## src/rtl/if_stage.sv

```systemverilog
// Instruction fetch: owns the PC, drives instruction memory, fills the IF/ID register.
// Latency: address presented in cycle N, word visible on id_* after edge N; 1 instr/cycle.
// Backpressure: id_valid && !id_ready freezes PC and id_*; a redirect overrides the stall.
module if_stage #(
    parameter int unsigned IMEM_BYTES = 128,
    parameter logic [31:0] RESET_PC   = 32'h0000_0000
) (
    input  logic        clk,
    input  logic        rst,
    output logic [31:0] instr_addr,
    input  logic [31:0] instruction,
    input  logic        redirect_valid,
    input  logic [31:0] redirect_pc,
    input  logic        id_ready,
    output logic        id_valid,
    output logic [31:0] id_instr,
    output logic [31:0] id_pc,
    output logic [31:0] id_pc_plus4,
    output logic        fetch_done
);

    // One past the last byte a full word may occupy; compared in 33 bits so the
    // PC + 4 at 0xFFFFFFFC does not wrap back into range.
    localparam logic [32:0] FETCH_LIMIT = 33'(IMEM_BYTES);

    // The state is not stored; it is a view of the PC and IF/ID valid registers.
    typedef enum logic [1:0] {
        FETCH = 2'd0,
        HOLD  = 2'd1,
        DONE  = 2'd2
    } fetch_state_t;

    logic [31:0]  pc;
    logic [31:0]  pc_plus4;
    logic         in_range;
    logic         stall;
    fetch_state_t state;

    logic [31:0]  pc_next;
    logic         id_valid_next;
    logic [31:0]  id_instr_next;
    logic [31:0]  id_pc_next;
    logic [31:0]  id_pc_plus4_next;

    assign pc_plus4   = pc + 32'd4;
    assign in_range   = ({1'b0, pc} + 33'd4) <= FETCH_LIMIT;
    assign stall      = id_valid && !id_ready;
    assign instr_addr = pc;
    // Held low while reset is applied so a stale out-of-range PC never leaks out.
    assign fetch_done = !in_range && !rst;

    // Derive the implied fetch state from the registers.
    always_comb begin
        state = DONE;
        if (stall) begin
            state = HOLD;
        end else if (in_range) begin
            state = FETCH;
        end
    end

    // Next-value logic: redirect first, then the implied state decides.
    always_comb begin
        pc_next          = pc;
        id_valid_next    = id_valid;
        id_instr_next    = id_instr;
        id_pc_next       = id_pc;
        id_pc_plus4_next = id_pc_plus4;

        if (redirect_valid) begin
            // Word-align the target; the held instruction, if any, is squashed.
            pc_next       = redirect_pc & ~32'd3;
            id_valid_next = 1'b0;
        end else begin
            case (state)
                FETCH: begin
                    id_instr_next    = instruction;
                    id_pc_next       = pc;
                    id_pc_plus4_next = pc_plus4;
                    id_valid_next    = 1'b1;
                    pc_next          = pc_plus4;
                end
                HOLD: begin
                    // Everything holds until decode takes the instruction.
                end
                DONE: begin
                    id_valid_next = 1'b0;
                end
                default: begin
                    id_valid_next = 1'b0;
                end
            endcase
        end
    end

    // PC and IF/ID pipeline register; reset wins over redirect and stall.
    always_ff @(posedge clk) begin
        if (rst) begin
            pc          <= RESET_PC;
            id_valid    <= 1'b0;
            id_instr    <= 32'd0;
            id_pc       <= 32'd0;
            id_pc_plus4 <= 32'd0;
        end else begin
            pc          <= pc_next;
            id_valid    <= id_valid_next;
            id_instr    <= id_instr_next;
            id_pc       <= id_pc_next;
            id_pc_plus4 <= id_pc_plus4_next;
        end
    end

endmodule

```

## config.mk

```make
export PLATFORM = sky130hd
export DESIGN_NAME = if_stage
export DESIGN_NICKNAME = d
export VERILOG_FILES = /design/src/rtl/if_stage.sv
export SDC_FILE = /design/constraint.sdc
export NUM_CORES = 1
export LEC_CHECK = 0
export BUFFER_PORTS_ARGS = -buffer_cell sky130_fd_sc_hd__buf_4
export CAP_MARGIN = 20
export CORE_AREA = 4 4 105 107
export CTS_CLUSTER_SIZE = 16
export DETAILED_ROUTE_END_ITERATION = 8
export DIE_AREA = 0 0 109 111
export MAX_ROUTING_LAYER = met4
export PLACE_DENSITY = 0.95
export SLEW_MARGIN = 0
export SYNTH_ARGS = -nofsm -noshare
export SYNTH_HDL_FRONTEND = slang
export SYNTH_SLANG_ARGS = --single-unit
```

## constraint.sdc

```tcl
create_clock -name clk -period 6 [get_ports clk]
set_clock_uncertainty 0.2 [all_clocks]
set_input_delay 1.5 -clock clk [delete_from_list [all_inputs] [get_ports clk]]
set_output_delay 1.5 -clock clk [all_outputs]
set_load 0.005 [all_outputs]
```

Word-level counts from Yosys, hierarchy flattened
Cells that the tools add are included.
{"block": "totals", "rom_bits": 0, "latch_bits": 0, "mem_bits_rw": 0, "elab_cells": 25, "regBits": 129, "out_inout_bits": 130, "memories": 0, "input_bits": 68}
{"block": "op_classes", "div_mod_pow": 0, "n_shift": 0, "bitwise": 1, "n_addsub": 2, "n_eq_ne": 1, "n_reduce_logical": 9, "order_cmp": 1, "mux": 5, "multipliers": 0}
{"op": "$mux 32", "count": 2}
{"op": "$add 32x3->33 const B", "count": 1}
{"op": "$le 33x8->1 const B", "count": 1}
{"op": "$add 32x3->32 const B", "count": 1}
{"op": "$mux 2", "count": 2}
{"op": "$logic_not 1->1", "count": 3}
{"op": "$eq 2x1->1 const B", "count": 1}
{"op": "$logic_and 1x1->1", "count": 2}
{"op": "$logic_not 2->1", "count": 1}
{"op": "$pmux 1 s2", "count": 1}
{"op": "$reduce_and 2->1", "count": 1}
{"op": "$reduce_bool 2->1", "count": 1}
{"op": "$reduce_or 2->1", "count": 1}
{"op": "$not 1->1", "count": 1}

Logic depth before layout (Yosys ltp)
Gate-level depths: netlist (run 1).
{"block": "depth", "depth_word": 7, "depth_mapped": 11, "mapped_depth_nobuf": 8}

Worst setup path after synthesis (run 1)
Ideal clock, no wire load.
{"block": "synth_timing", "path_type": "reg2out", "startpoint": "reg pc[3] (netlist: instr_addr[3])", "endpoint": "out fetch_done", "path_buffers": 2, "required_ns": 4.300, "path_slack_ns": 1.704, "arrival_ns": 2.596, "path_stages_with_launch": 11, "path_cell_list": "dfxtp_1 -> ha_1 -> nand3_1 -> nor2_1 -> and3_1 -> a31oi_1 -> or4_1 -> clkbuf_1 -> buf_2 -> nor4_2 -> nor2_1"}
{"block": "synth_between", "elab_chain_cells": 4}
{"element": "start: declaration", "line": "33", "text": "logic [31:0] pc;"}
{"element": "start signal: assignment", "line": "105", "text": "pc <= pc_next;"}
{"element": "$add 32x3->33", "line": "46", "text": "assign in_range = ({1'b0, pc} + 33'd4) <= FETCH_LIMIT;"}
{"element": "$le 33x8->1", "line": "46"}
{"element": "$logic_not 1->1", "line": "50", "text": "assign fetch_done = !in_range && !rst;"}
{"element": "$logic_and 1x1->1", "line": "50"}
{"element": "end: declaration", "line": "19", "text": "output logic fetch_done"}
No other way between the ends.

Final worst setup path (run 1)
{"block": "layout_timing", "startpoint": "reg pc[2] (netlist: instr_addr[2])", "endpoint": "out fetch_done"}
Same word-level chain as after synthesis.

==> reports/qor.yml, run 1 <==
cts_tree: "done"
synthDistinctLibCells: 52
syn-cell-area_sq_mm: 0.00521
num_rows: 37
seq_area_frac_synth_pct: 47.2
r2r_start: "instr_addr[2]"
synth_fa_ha_area_share_pct: 0.240
hold_ws_ns: 0.262
grt_setup_unrepaired: "no"
grt_pass1_wl_um: 25500
die-area_sq_mm: 0.0121
io_buffers: 189
synth-edff-count: 0
first_pass_iters: 6
cp_data_required_time_ns: 4.30
min_period_over_period_pct: 96.5
min_to: "id_pc[17]"
vias_per_cell: 6.05
num_io_pins: 198
maxSlewViolCount: 0
numClockSinks: 123
synth_top_area_share_pct: 47.2
r2r-end: "id_instr[4]"
avgSynthCellArea_sq_um: 9.16
comb_power_share_pct: 10.3
grt.overflow.total: 0
async_reset_ff_share_pct: 0
gp_congestion: 0.867
synthTopCellsByArea: "dfxtp_1, o31ai_1, and2_1"
synth_compound_area_share_pct: 15.5
holdCritPathClass: "register to register"
routed_wl_um: 16200
grt_usage_pct: 26.7
leakagePower_uw: 0.00302
crit_arrival_ns: 4.09
synth_mux_area_share_pct: 4.99
cts-root-buf: "clkbuf_8"
area_growth_pct: 38.4
timing.fmax_mhz: 173
worstRegToRegCells: 10
clk_latency_ns: 0.51
htreeDepth: 4
crit_path_max_fanout: 52
drt_iter0_markers: 566
dr_total_vias: 5316
rrSetupSlack_ns: 2.10
yosys.area_share.simple_pct: 25.1
worstHoldStart: "id_pc[17]"
synth_cells: 569
cts_inserted_buffers: 17
stdcell_count: 878
grt_max_degree: 86
clk_pin_slew_worst_paths_ns: 0.06
antenna_found_initial: 0
holdPathStages: 1
die_w_um: 109
yosys.area_share.xor_xnor_pct: 1.51
hold_viol: 0
crit_type: "register to primary output"
status: "complete, no violations"
power.share.sequential_pct: 42.6
vdd_drop_max_mv: 0.243
initial_core_util_pct: 51.4
worst_pin_slew_ns: 0.848
setup_viol: 0
cap_viol_max_count: 0
min_period_ns: 5.79
start_kind: "register"
place_hpwl_um: 10300
synth-seq-cells: 123
pwr-share-clk_pct: 47.2
yosys.area.top_type: "dfxtp_1"
synth_top_family_by_area: "simple AND/OR/NAND/NOR gates"
p_sw_share_pct: 26.7
final_nets: 798
fp.dieH_um: 111
antenna_left: 0
drc: 0
drive_gt1_share_pct: 32.6
slew_headroom_pct: 43.5
dp.cells: 845
cp-end-kind: "primary output"
p_int_uw: 1480
setup_tns_ns: 0
grt_pass1_vias: 5094
ys.flop_type: "dfxtp_1"
core-area_sq_mm: 0.0101
powerDensity_mw_per_mm2: 280
ys_warn_count: 0
antenna_cells: 0
wl_per_cell_um: 18.5
switchingPower_uw: 540
clock_path_buffers: 2
-- cells in the mapped netlist, types with 2 or more instances --
master	instances
dfxtp_1	123
and2_1	48
nand4_1	48
a21oi_1	45
clkbuf_1	45
o31ai_1	41
nor2_1	37
mux2i_1	26
nand2_1	15
nor4_1	14
nand3_1	12
nor3_1	9
a31oi_1	8
buf_2	8
o21ai_0	7
or4_1	7
xnor2_1	7
and3_1	6
buf_4	6
and4_1	5
inv_1	4
or3_1	4
a211o_1	3
a311oi_1	3
nor3b_1	3
nor4_2	3
and4b_1	2
buf_1	2
nand3b_1	2
o22ai_1	2
o41ai_1	2
xor2_1	2
-- stage by stage --
step,total power (uW),util (%),instance area (sq um),setup slack [ns]
finish,2020,71.2,7220,0.211
global route,2100,71.2,7220,0.0378
CTS,2040,71.0,7200,0.188
detailed placement,1080,65.5,6640,0.869
global placement,1070,65.5,6640,1.00
floorplan,990,-,5230,1.70
-- power by group through the flow --
stage / sequential, uW / clock (uW) / combinational [uW]
2_1_floorplan: 866 / 0 / 124
3_3_place_gp: 874 / 0 / 191
3_5_place_dp: 877 / 0 / 199
4_1_cts: 860 / 975 / 203
5_1_grt: 864 / 1010 / 223
6_report: 862 / 954 / 208
-- kinds of logic after synthesis --
logic type | Yosys count
compound gates | 123
other cells | 1
simple gates | 221
mux | 26
xor+xnor | 9
fa+ha+maj | 1
buf+inv | 65
flops | 123
-- cells in the final DEF (no fill, tap or decap), types with 7 or more instances in the layout --
cell type	Yosys	final
buf_4	6	196
mux2i_1	26	26
xnor2_1	7	7
nor4_1	14	13
nand4_1	48	48
o21ai_0	7	7
nor3_1	9	9
nor2_1	37	37
o31ai_1	41	41
and2_1	48	48
a21oi_1	45	44
nand2_1	15	15
nand3_1	12	12
clkbuf_16	0	16
dfxtp_1	123	123
a31oi_1	8	7
-- sequential cells by signal, indices dropped and copies added, names as in the netlist --
register,count
id_instr,32
id_pc,30
id_pc_plus4,30
id_valid,1
instr_addr,30
-- worst max-delay path, stage by stage (launching register included) --
cell	delay, ns
dfxtp_1	0.56
ha_2	0.37
nand3_1	0.26
nor2_1	0.33
and3_1	0.21
a31oi_1	0.14
or4_2	0.73
buf_4	0.33
nor4_2	0.36
nor2_1	0.10
buf_4	0.18
-- cell type report --
| type | instances | area, sq um |
|---|---|---|
| Fill cell | 741 | 2920 |
| Multi-Input combinational cell | 386 | 2520 |
| Sequential cell | 123 | 2460 |
| Timing Repair Buffer | 197 | 1480 |
| Clock buffer | 18 | 428 |
| Tap cell | 136 | 170 |
| Clock inverter | 14 | 138 |
| Inverter | 4 | 15.0 |
-- metal layers --
layer | routed length, um | global-route usage, %
met5 | 0 | -
met3 | 1700 | 8.79
met2 | 7840 | 42.5
met4 | 424 | 9.60
met1 | 6240 | 31.4
-- repair_timing --
| action | 4_1_cts | 5_1_grt |
|---|---|---|
| gates resized for setup | 0 | 1 |
| setup buffers | 0 | 0 |
| hold endpoints to repair | 0 | 0 |
| setup endpoints to repair | 0 | 1 |
| hold buffers | 0 | 0 |
-- worst max-delay path by stage --
stage,start,to,depth (start not counted),slack (ns)
final,instr_addr[2],fetch_done,10,0.21
after global routing,instr_addr[5],fetch_done,9,0.04
after CTS,instr_addr[2],fetch_done,10,0.19
after detailed placement,instr_addr[2],fetch_done,10,0.87
after global placement,instr_addr[2],fetch_done,10,1.00
after floorplan,instr_addr[3],fetch_done,10,1.70
No activity file was read; power rests on OpenSTA's default activity.
==> run 2: changes to the inputs <==
--- a/constraint.sdc
+++ b/constraint.sdc
@@ -4,2 +4,2 @@
 set_output_delay 1.5 -clock clk [all_outputs]
-set_load 0.005 [all_outputs]
+set_load 0.01 [all_outputs]
==> run 2 against run 1 <==
- sequential share of layout area shrank 0.23 points
- core utilization grew 0.49 points
- first-iteration DRC count shrank 21%
- final area grew 0.69%
- highest routed layer unchanged
- critical endpoint unchanged
- clock power grew 10%
- die area is the same
==> reports/qor.yml, run 2 (synthesis results as in run 1) <==
maxSlewViolCount: 0
area_growth_pct: 39.4
status: "complete, no violations"
largest-register: "id_instr"
leakagePower_uw: 0.00305
num_rows: 37
crit_type: "register to primary output"
slowest_delay_ns: 0.66
mostFrequentLayoutCell: "buf_4"
wl_per_cell_um: 18.2
num_io_pins: 198
switchingPower_uw: 542
powerDensity_mw_per_mm2: 293
gp_congestion: 0.866
cts_inserted_buffers: 17
grtUsageMet1_pct: 30.6
drt_iter0_markers: 445
hold_viol: 0
p_sw_share_pct: 25.5
hold_buffers: 0
pwr-share-clk_pct: 49.6
die-area_sq_mm: 0.0121
slew_headroom_pct: 44.6
worstSetupStartpoint: "instr_addr[2]"
grt_pass1_vias: 5010
use_met2_pct: 41.9
cp_data_required_time_ns: 4.30
clk_pin_slew_worst_paths_ns: 0.06
clk_latency_ns: 0.51
grt.overflow.total: 0
layout_setup_ws_ns: 0.163
place_hpwl_um: 10400
grt_max_degree: 86
first_pass_iters: 5
start_kind: "register"
initial_core_util_pct: 51.4
grt_pass1_wl_um: 25000
crit_chain: "ha_1 > nand3_1 > nor2_1 > nand4_1 > mux2i_1 > or4_2 > buf_4 > nor4_2 > nor2_1 > buf_4"
crit_path_max_fanout: 52
cap_viol_max_count: 0
min_period_over_period_pct: 97.3
crit_arrival_ns: 4.14
numClockSinks: 123
postCtsSetupRepairBufs: 0
post-place-ws_ns: 0.837
drive_gt1_share_pct: 32.5
cts_resized: 0
cts-root-buf: "clkbuf_8"
clock_path_buffers: 2
setup_tns_ns: 0
setup_viol: 0
drc: 0
min_period_ns: 5.84
htreeDepth: 4
worst_pin_slew_ns: 0.830
holdCritPathClass: "register to register"
p_int_uw: 1590
die_w_um: 109
routed_wl_um: 16000
r2r_start: "instr_addr[2]"
worstHoldStart: "id_pc_plus4[8]"
grt_setup_unrepaired: "no"
top_usage_layer: "met2"
antenna_left: 0
fp.dieH_um: 111
critPathSlowestCell: "or4_2"
cts_tree: "done"
use_met3_pct: 8.44
core-area_sq_mm: 0.0101
dr_total_vias: 5202
final_cell_mix: "buf_4, dfxtp_1, nand4_1, and2_1, a21oi_1"
power.share.sequential_pct: 40.4
comb_power_share_pct: 10.0
grt_usage_pct: 26.0
antenna_cells: 0
vdd_drop_max_mv: 0.220
cp-end-kind: "primary output"
largest_reg_flops: 32
io_buffers: 189
timing.fmax_mhz: 171
final_nets: 798
vias_per_cell: 5.92
antenna_found_initial: 0
-- run 2: per-layer routing --
metal / routed length [um] / vias up
met4: 424 / 0
met5: 0 / -
met1: 6220 / 2436
li1: - / 2416
met3: 1640 / 50
met2: 7720 / 300
-- run 2: path summary, 6_finish.rpt --
kind               endpoint  slack (ns)  cells after the start
max              fetch_done        0.16                     10
min          id_pc_plus4[8]        0.26                      1
max reg2reg  id_pc_plus4[2]        2.10                      9
min reg2reg  id_pc_plus4[8]        0.26                      1
-- run 2: critical path: cells and delay by family, from the launching register on --
kind                       cells  cell delay, ns
adders and majority gates      1            0.38
buffers and inverters          2            0.51
DFF                            1            0.57
muxes                          1            0.19
and+or+nand+nor                6            1.97
-- run 2: through the flow --
stage | util (%) | std cells | hold WS [ns] | instance area, sq um | power, uW
3_3_place_gp | 65.5 | 845 | 0.243 | 6640 | 1070
4_1_cts | 71.6 | 877 | 0.265 | 7260 | 2140
5_1_grt | 71.7 | 878 | 0.277 | 7270 | 2200
6_report | 71.7 | 878 | 0.262 | 7270 | 2130
3_5_place_dp | 65.5 | 845 | 0.246 | 6640 | 1080
2_1_floorplan | - | 574 | 0.293 | 5230 | 997
-- run 2: power groups by stage --
stage | Clock (uW) | Sequential, uW | Combinational, uW
after floorplan | 0 | 872 | 125
after global placement | 0 | 874 | 198
after detailed placement | 0 | 877 | 207
after CTS | 1070 | 859 | 208
after global routing | 1110 | 863 | 229
final | 1050 | 860 | 213
-- run 2: area by class of cell --
| cell class | instances | area (sq um) |
|---|---|---|
| inverters | 4 | 15.0 |
| multi-input cells | 386 | 2520 |
| clock inverters | 12 | 163 |
| repair buffers | 197 | 1480 |
| fillers | 744 | 2870 |
| clock buffers | 20 | 455 |
| well taps | 136 | 170 |
| flip-flops and latches | 123 | 2460 |
==> run 3: changes to the inputs <==
CORE_AREA = 4 4 120 93   (was 4 4 105 107)
DIE_AREA = 0 0 124 97   (was 0 0 109 111)
==> run 3 against run 2 <==
- total power fell by 5.1%
- non-clock buffer count fell by 1
- sequential share of layout area rose by 0.38 points
- via count fell by 0.42%
- final area fell by 1.1%
- highest routed layer unchanged
==> reports/qor.yml, run 3 (synthesis results as in run 1) <==
hold_viol: 0
hold_buffers: 0
cap_viol_max_count: 0
worstSetupStartpoint: "instr_addr[2]"
antenna_cells: 0
hold_ws_ns: 0.261
min_period_ns: 5.40
setup_tns_ns: 0
multi_input_area_sq_mm: 0.00252
n_fill_cell: 755
largest-register: "id_instr"
status: "complete, no violations"
cp_data_required_time_ns: 4.30
holdPathStages: 1
dpl_cell_area_sq_mm: 0.00664
grt_max_degree: 86
die_w_um: 124
slew_headroom_pct: 42.8
final_cell_mix: "buf_4, dfxtp_1, nand4_1, and2_1, a21oi_1"
fp.dieH_um: 97
dr_total_vias: 5180
final_nets: 797
setup_viol: 0
antenna_left: 0
rrSetupSlack_ns: 2.00
worstRegToRegCells: 9
start_kind: "register"
worst_pin_slew_ns: 0.858
grt_usage_pct: 27.0
die-area_sq_mm: 0.0120
place_hpwl_um: 10700
postCtsSetupRepairBufs: 0
core-area_sq_mm: 0.0100
crit_end: "fetch_done"
first_pass_iters: 7
drt_iter0_markers: 526
routed_wl_um: 16100
crit_type: "register to primary output"
cp-end-kind: "primary output"
clock_path_buffers: 2
antenna_found_initial: 0
gp_congestion: 0.958
maxSlewViolCount: 0
vdd_drop_max_mv: 0.242
num_rows: 32
design_area_sq_mm: 0.00719
io_buffers: 189
grt.overflow.total: 0
cts_resized: 0
crit_arrival_ns: 3.70
grt_pass1_vias: 4955
area_growth_pct: 37.8
leakagePower_uw: 0.00302
drive_gt1_share_pct: 32.2
initial_core_util_pct: 51.9
r2r-end: "id_pc_plus4[2]"
numClockSinks: 123
largest_reg_flops: 32
drc: 0
htreeDepth: 4
clk_pin_slew_worst_paths_ns: 0.06
timing.fmax_mhz: 185
powerDensity_mw_per_mm2: 281
cts_tree: "done"
wl_per_cell_um: 18.4
seqCellArea_sq_mm: 0.00246
clk_latency_ns: 0.41
grt_pass1_wl_um: 25500
vias_per_cell: 5.91
mostFrequentLayoutCell: "buf_4"
r2r_start: "instr_addr[2]"
num_io_pins: 198
grt_setup_unrepaired: "no"
holdCritPathClass: "register to register"
cts-root-buf: "clkbuf_16"
min_period_over_period_pct: 90.1
cts_inserted_buffers: 17
crit_path_max_fanout: 12
-- run 3: through the flow --
step | cells | power (uW) | utilization (%) | setup slack, ns
finish | 876 | 2020 | 71.5 | 0.596
global route | 876 | 2090 | 71.5 | 0.327
CTS | 876 | 2030 | 71.5 | 0.615
detailed placement | 845 | 1090 | 66.0 | 1.09
global placement | 845 | 1080 | 66.0 | 1.21
floorplan | 574 | 997 | - | 1.63
-- run 3: worst max-delay path: stages (launching register included) --
cell and delay (ns):
dfxtp_1 0.57, ha_1 0.39, nand3_1 0.30, nor2_1 0.37, nand4_1 0.18, mux2i_1 0.18, or4_2 0.69, nor4_2 0.36
nor2_1 0.07, buf_4 0.18
-- run 3: worst min path at each step --
stage | from | to
final | id_pc[14] | id_pc[14]
after global routing | id_pc[14] | id_pc[14]
after CTS | id_pc_plus4[17] | id_pc_plus4[17]
after detailed placement | id_pc[18] | id_pc[18]
after global placement | id_pc[21] | id_pc[21]
after floorplan | id_pc_plus4[2] | id_pc_plus4[2]
-- run 3: metal layers --
layer	GRT usage [%]	part of all wire [%]	vias to the layer above
li1	-	-	2428
met1	34.2	41	2480
met2	43.4	49	258
met3	7.07	8.8	14
met4	5.98	1.0	0
met5	-	0	-
-- run 3: cell type report --
type | instances | area share [%]
timing repair buffer | 196 | 20.5
clock inverter | 13 | 1.67
clock buffer | 18 | 5.97
multi-input combinational | 386 | 35.0
tap | 136 | 2.37
inverter | 4 | 0.209
sequential | 123 | 34.3
-- run 3: power breakdown --
| group | switching (uW) | leakage (uW) | internal (uW) |
|---|---|---|---|
| clock | 376 | 0.000275 | 570 |
| combinational | 131 | 0.00175 | 83.4 |
| sequential | 28.9 | 0.000997 | 832 |
| total | 535 | 0.00302 | 1490 |
